## config.mk

```make
export PLATFORM = sky130hd
export DESIGN_NAME = urv_imem_arbiter_flat
export DESIGN_NICKNAME = d
export VERILOG_FILES = /design/src/rtl/urv_imem_arbiter_if.sv /design/src/rtl/urv_imem_arbiter.sv /design/src/flat_wrapper.sv
export SDC_FILE = /design/constraint.sdc
export NUM_CORES = 1
export LEC_CHECK = 0
export CORE_MARGIN = 4
export CORE_UTILIZATION = 19
export DETAILED_ROUTE_END_ITERATION = 6
export PLACE_DENSITY = 0.78
export REMOVE_ABC_BUFFERS = 1
export SLEW_MARGIN = 20
export SYNTH_ARGS = -nofsm -noshare
export SYNTH_HDL_FRONTEND = slang
export SYNTH_SLANG_ARGS = --single-unit
```

## constraint.sdc

```tcl
create_clock -name clk_i -period 1.84 [get_ports clk_i]
set_clock_uncertainty 0.2 [all_clocks]
set_input_delay 0.184 -clock clk_i [delete_from_list [all_inputs] [get_ports clk_i]]
set_output_delay 0.184 -clock clk_i [all_outputs]
set_load 0.02 [all_outputs]
```

## src/rtl/urv_imem_arbiter_if.sv

```systemverilog
// +----------------------------------------------------------------------------+
// | urv_imem_arbiter_if : fetch, host and RAM signal bundle for the arbiter     |
// | Revision: 1.0                                                              |
// +----------------------------------------------------------------------------+
`default_nettype none

interface urv_imem_arbiter_if #(
  parameter int ADDR_W = 16
);
  logic [ADDR_W-1:0] im_addr_i;
  logic [31:0]       im_data_o;
  logic              im_valid_o;
  logic              host_req_i;
  logic              host_we_i;
  logic [3:0]        host_sel_i;
  logic [ADDR_W-1:0] host_addr_i;
  logic [31:0]       host_wdata_i;
  logic              host_ack_o;
  logic [31:0]       host_rdata_o;
  logic [ADDR_W-3:0] mem_addr_o;
  logic              mem_we_o;
  logic [3:0]        mem_bwe_o;
  logic [31:0]       mem_wdata_o;
  logic [31:0]       mem_rdata_i;

  modport slave (
    input  im_addr_i, host_req_i, host_we_i, host_sel_i, host_addr_i, host_wdata_i, mem_rdata_i,
    output im_data_o, im_valid_o, host_ack_o, host_rdata_o, mem_addr_o, mem_we_o, mem_bwe_o,
           mem_wdata_o
  );

  modport master (
    output im_addr_i, host_req_i, host_we_i, host_sel_i, host_addr_i, host_wdata_i, mem_rdata_i,
    input  im_data_o, im_valid_o, host_ack_o, host_rdata_o, mem_addr_o, mem_we_o, mem_bwe_o,
           mem_wdata_o
  );
endinterface

`default_nettype wire

```

## src/rtl/urv_imem_arbiter.sv

```systemverilog
// +----------------------------------------------------------------------------+
// | urv_imem_arbiter : shares one instruction RAM between fetch and a host port |
// | Revision: 1.0                                                              |
// +----------------------------------------------------------------------------+
`default_nettype none

module urv_imem_arbiter #(
  parameter int ADDR_W        = 16,
  parameter int HOST_MAX_WAIT = 8
) (
  input  wire logic         clk_i,
  input  wire logic         rst_n_i,
  urv_imem_arbiter_if.slave bus
);

  localparam int CNT_W = (HOST_MAX_WAIT > 0) ? $clog2(HOST_MAX_WAIT + 1) : 1;
  localparam logic [CNT_W-1:0] WAIT_LIMIT = CNT_W'(HOST_MAX_WAIT);

  typedef enum logic [0:0] {
    ST_RUN = 1'b0,
    ST_ACK = 1'b1
  } state_t;

  state_t           state;
  state_t           state_nxt;
  logic [CNT_W-1:0] wait_cnt;
  logic [CNT_W-1:0] wait_cnt_nxt;
  logic             grant_host;
  logic             last_fetch;
  logic             host_ack;

  always_ff @(posedge clk_i or negedge rst_n_i) begin
    if (!rst_n_i) begin
      state      <= ST_RUN;
      wait_cnt   <= '0;
      last_fetch <= 1'b0;
      host_ack   <= 1'b0;
    end else begin
      state      <= state_nxt;
      wait_cnt   <= wait_cnt_nxt;
      last_fetch <= !grant_host;
      host_ack   <= grant_host;
    end
  end

  always_comb begin
    state_nxt    = state;
    wait_cnt_nxt = wait_cnt;
    grant_host   = 1'b0;
    case (state)
      ST_RUN: begin
        grant_host = bus.host_req_i && ((HOST_MAX_WAIT == 0) || (wait_cnt == WAIT_LIMIT));
        if (grant_host) begin
          state_nxt = ST_ACK;
        end
      end
      ST_ACK:  state_nxt = ST_RUN;
      default: state_nxt = ST_RUN;
    endcase
    // Counter saturates so a long-pending host keeps its forced-grant eligibility.
    if (grant_host || !bus.host_req_i) begin
      wait_cnt_nxt = '0;
    end else if ((state == ST_RUN) && (wait_cnt != WAIT_LIMIT)) begin
      wait_cnt_nxt = wait_cnt + CNT_W'(1);
    end
  end

  assign bus.mem_addr_o   = grant_host ? bus.host_addr_i[ADDR_W-1:2] : bus.im_addr_i[ADDR_W-1:2];
  assign bus.mem_we_o     = grant_host && bus.host_we_i;
  assign bus.mem_bwe_o    = bus.mem_we_o ? bus.host_sel_i : 4'b0000;
  assign bus.mem_wdata_o  = bus.host_wdata_i;
  assign bus.im_data_o    = bus.mem_rdata_i;
  assign bus.host_rdata_o = bus.mem_rdata_i;
  assign bus.im_valid_o   = last_fetch;
  assign bus.host_ack_o   = host_ack;

  logic unused_addr_bits;
  assign unused_addr_bits = ^{bus.im_addr_i[1:0], bus.host_addr_i[1:0]};

endmodule

`default_nettype wire

```

## src/flat_wrapper.sv

```systemverilog
// flat-port wrapper written by rule: the top's interface ports become plain ports
module urv_imem_arbiter_flat 
#(
  parameter int ADDR_W        = 16,
  parameter int HOST_MAX_WAIT = 8
)
  (clk_i, rst_n_i, bus_im_addr_i, bus_host_req_i, bus_host_we_i, bus_host_sel_i, bus_host_addr_i, bus_host_wdata_i, bus_mem_rdata_i, bus_im_data_o, bus_im_valid_o, bus_host_ack_o, bus_host_rdata_o, bus_mem_addr_o, bus_mem_we_o, bus_mem_bwe_o, bus_mem_wdata_o);
  urv_imem_arbiter_if #(.ADDR_W(ADDR_W)) bus_i ();
  input  wire logic clk_i;
  input  wire logic rst_n_i;
  input wire logic [$bits(bus_i.im_addr_i)-1:0] bus_im_addr_i;
  input wire logic [$bits(bus_i.host_req_i)-1:0] bus_host_req_i;
  input wire logic [$bits(bus_i.host_we_i)-1:0] bus_host_we_i;
  input wire logic [$bits(bus_i.host_sel_i)-1:0] bus_host_sel_i;
  input wire logic [$bits(bus_i.host_addr_i)-1:0] bus_host_addr_i;
  input wire logic [$bits(bus_i.host_wdata_i)-1:0] bus_host_wdata_i;
  input wire logic [$bits(bus_i.mem_rdata_i)-1:0] bus_mem_rdata_i;
  output wire logic [$bits(bus_i.im_data_o)-1:0] bus_im_data_o;
  output wire logic [$bits(bus_i.im_valid_o)-1:0] bus_im_valid_o;
  output wire logic [$bits(bus_i.host_ack_o)-1:0] bus_host_ack_o;
  output wire logic [$bits(bus_i.host_rdata_o)-1:0] bus_host_rdata_o;
  output wire logic [$bits(bus_i.mem_addr_o)-1:0] bus_mem_addr_o;
  output wire logic [$bits(bus_i.mem_we_o)-1:0] bus_mem_we_o;
  output wire logic [$bits(bus_i.mem_bwe_o)-1:0] bus_mem_bwe_o;
  output wire logic [$bits(bus_i.mem_wdata_o)-1:0] bus_mem_wdata_o;
  assign bus_i.im_addr_i = bus_im_addr_i;
  assign bus_i.host_req_i = bus_host_req_i;
  assign bus_i.host_we_i = bus_host_we_i;
  assign bus_i.host_sel_i = bus_host_sel_i;
  assign bus_i.host_addr_i = bus_host_addr_i;
  assign bus_i.host_wdata_i = bus_host_wdata_i;
  assign bus_i.mem_rdata_i = bus_mem_rdata_i;
  assign bus_im_data_o = bus_i.im_data_o;
  assign bus_im_valid_o = bus_i.im_valid_o;
  assign bus_host_ack_o = bus_i.host_ack_o;
  assign bus_host_rdata_o = bus_i.host_rdata_o;
  assign bus_mem_addr_o = bus_i.mem_addr_o;
  assign bus_mem_we_o = bus_i.mem_we_o;
  assign bus_mem_bwe_o = bus_i.mem_bwe_o;
  assign bus_mem_wdata_o = bus_i.mem_wdata_o;
  urv_imem_arbiter #(.ADDR_W(ADDR_W), .HOST_MAX_WAIT(HOST_MAX_WAIT)) u_core (.clk_i(clk_i), .rst_n_i(rst_n_i), .bus(bus_i));
endmodule
```

==> metrics.md <==
| Metric | Value |
|---|---|
| HP Class | in -> async |
| Number of CTS-inserted buffers | 3 |
| Most frequent cells in the layout | clkdlybuf4s50_1 (36), buf_6 (20), mux2_4 (14), buf_4 (10) |
| Clock Tree Buf Depth | 2 |
| Post-route ant nets | 0 |
| Area contributors post-synth | buf_4 (57%), dfrtp_1 (12%), mux2_2 (12%) |
| CTS tree | built |
| Crit path max fanout | 5 |
| Initial antenna violation count | 0 |
| I/O pin count | 221 |
| Area growth syn-to-layout | 14.5% |
| Yosys top cell by area | buf_4 |
| # Max-Cap Violations | 0 |
| Final period util | 123% |
| Routed vias/inst | 4.30 |
| Worst setup EP type | output port |
| Fmax | 442 MHz |
| Initial core utilization | 19.7% |
| FP Rows | 29 |
| Yosys warns | 0 |
| Routed length per instance | 48.0 um |
| Die X | 89.4 um |
| DIE HEIGHT | 89.4 um |
| DR iter-0 viols | 36 |
| Setup TNS | -6.58 ns |
| RSZ-0062 raised after global routing | true |
| # diodes | 0 |
| Min cycle time layout | 2.26 ns |
| DRC errors left | 0 |
| Yosys reg bits | 6 |
| First-pass GRT wire length | 10.5 mm |
| CTS sink count | 6 |
| Status | finished, violations left |
| Setup CP Type | reg -> out |
| Worst Path Arrival | 1.88 ns |
| Fin. max-slew vios | 0 |
| Final WS setup | -0.422 ns |
| WP data required | 1.46 ns |
| Distinct cell type count after synthesis | 20 |
| Clk_lat worst skew | 0.22 ns |
| Overall Global Routing Usage | 21.6% |
| H-tree levels | 1 |
| Final hold vios | 0 |
| Sequential-to-total area share from yosys stat | 11.9% |
| Mean Syn Cell Area | 8.50 um2 |
| Commonest non-fill, non-tap cell in the layout | clkdlybuf4s50_1 |
| Cell Pwr Density | 382 nW/um2 |
| Cell area after synthesis | 1260 um2 |
| Largest net degree at the start of global routing | 12 |
| Failing checks | setup timing |
| Place WS | -0.658 ns |
| Final HPWL from detailed placement | 8.77 mm |
| Vias in the first global route | 820 |
| Core area | 6390 um2 |
| Nets | 230 |
| VDD IR-drop max | 0.266 mV |
| Final WL | 9.55 mm |
| Drt first pass iters | 4 |
| Vias post-DR | 855 |
| IO buf count | 56 |
| Share of cells above drive strength 1 | 45.1% |
| Synth top area share | 57.3% |
| Worst slew pin tran | 0.287 ns |
| Routability cong. | 0.866 |
| Grt total ovfl | 0 |
| Final setup violation count | 19 |
| Die ar. | 7990 um2 |
| CTS clk-pin slew, worst paths | 0.04 ns |
| Critical Path Start Type | flip-flop |
| Mapped Cells | 148 |
| Clock Tree Root | clkbuf_8 |
| Slew HR | 80.8% |
| Static leakage | 0.652 nW |
==> report_power, final <==
part / switching [mW] / leakage (nW) / total [mW] / internal, mW
sequential: 0.00327 / 0.0761 / 0.142 / 0.138
clock: 0.0507 / 0.0216 / 0.191 / 0.140
combinational: 0.0740 / 0.555 / 0.219 / 0.145
==> cell families (layout without fill, tap and decap cells) <==
kind of cell / after synthesis / after routing / share of synthesized area (%)
AO/OA/AOI/OAI: 6 / 6 / 3.48
multiplexers: 15 / 15 / 13.3
AND/OR/NAND/NOR: 18 / 18 / 9.34
buffers and inverters: 101 / 75 / 59.9
adder cells (fa/ha/maj): 2 / 2 / 1.99
flip-flops: 6 / 6 / 11.9
==> cells in the mapped netlist <==
cell type   n
o21ai_0     1
and3_1      4
nand2_1     6
inv_1       3
dfrtp_1     6
nand3b_4    1
a21boi_0    3
mux2_1      1
nand2b_1    1
buf_6       2
mux2_2     13
and2_1      1
a211o_1     1
mux2i_1     1
nand3b_1    1
nor3b_4     1
nor2_1      3
buf_4      96
o211ai_1    1
ha_1        2
==> sequential cells by signal (all words and copies together), names as in the netlist <==
| name | flops |
|---|---|
| u_core.bus.host_ack_o | 1 |
| u_core.wait_cnt | 4 |
| u_core.bus.im_valid_o | 1 |
==> layout make-up <==
type | count | area [um2]
Multi-Input combinational cell | 41 | 424
Timing Repair Buffer | 69 | 718
Tap cell | 77 | 96.3
Sequential cell | 6 | 150
Fill cell | 693 | 4940
Clock buffer | 3 | 41.3
Inverter | 3 | 11.3
==> critical path, stage by stage (launching register included) <==
cell and delay, ns:
dfrtp_1 0.37, inv_2 0.07, ha_4 0.15, nand3b_4 0.10, nor3b_4 0.24, buf_6 0.15
clkbuf_16 0.14, mux2_4 0.30, buf_6 0.13
==> per-stage QoR <==
stage / util (%) / cell area, um2 / hold slack, ns / cells / total power [mW]
CTS: 19.6 / 1250 / 0.0202 / 197 / 0.515
floorplan: - / 515 / -0.312 / 50 / 0.205
global route: 22.6 / 1440 / 0.0449 / 199 / 0.580
global placement: 19.5 / 1240 / 0.169 / 191 / 0.332
finish: 22.6 / 1440 / 0.0165 / 199 / 0.551
detailed placement: 19.5 / 1240 / 0.169 / 191 / 0.334
==> path summary, 6_finish.rpt <==
kind | slack, ns | end | cells after the start | startpoint
worst max-delay path | -0.42 | bus_mem_addr_o[4] | 8 | u_core.wait_cnt[0]$_DFFE_PN0P_
worst min-delay path | 0.02 | u_core.bus.host_ack_o$_DFF_PN0_ | 1 | rst_n_i
worst max register to register | 0.34 | u_core.wait_cnt[2]$_DFFE_PN0P_ | 4 | u_core.bus.host_ack_o$_DFF_PN0_
worst min register to register | 0.45 | u_core.bus.host_ack_o$_DFF_PN0_ | 2 | u_core.bus.host_ack_o$_DFF_PN0_
max in group asynchronous | 1.20 | u_core.wait_cnt[0]$_DFFE_PN0P_ | 1 | rst_n_i
min in group clk_i | 0.17 | bus_im_data_o[7] | 0 | bus_mem_rdata_i[7]
==> metal layers <==
| metal | vias to the layer above | wire length (um) | GRT usage [%] |
|---|---|---|---|
| li1 | 322 | - | - |
| met3 | 9 | 2690 | 28.9 |
| met1 | 352 | 1920 | 13.1 |
| met5 | - | 0 | 0 |
| met4 | 0 | 149 | 3.92 |
| met2 | 172 | 4800 | 37.8 |
==> repair_timing <==
item | in CTS | in global routing
buffers inserted | 2 | 2
endpoints found under the setup margin | 19 | 20
cloned | 1 | 1
hold buffers | 0 | 0
pin swaps | 2 | 2
resized for setup | 83 | 53
(Power assumes the default switching activity.)
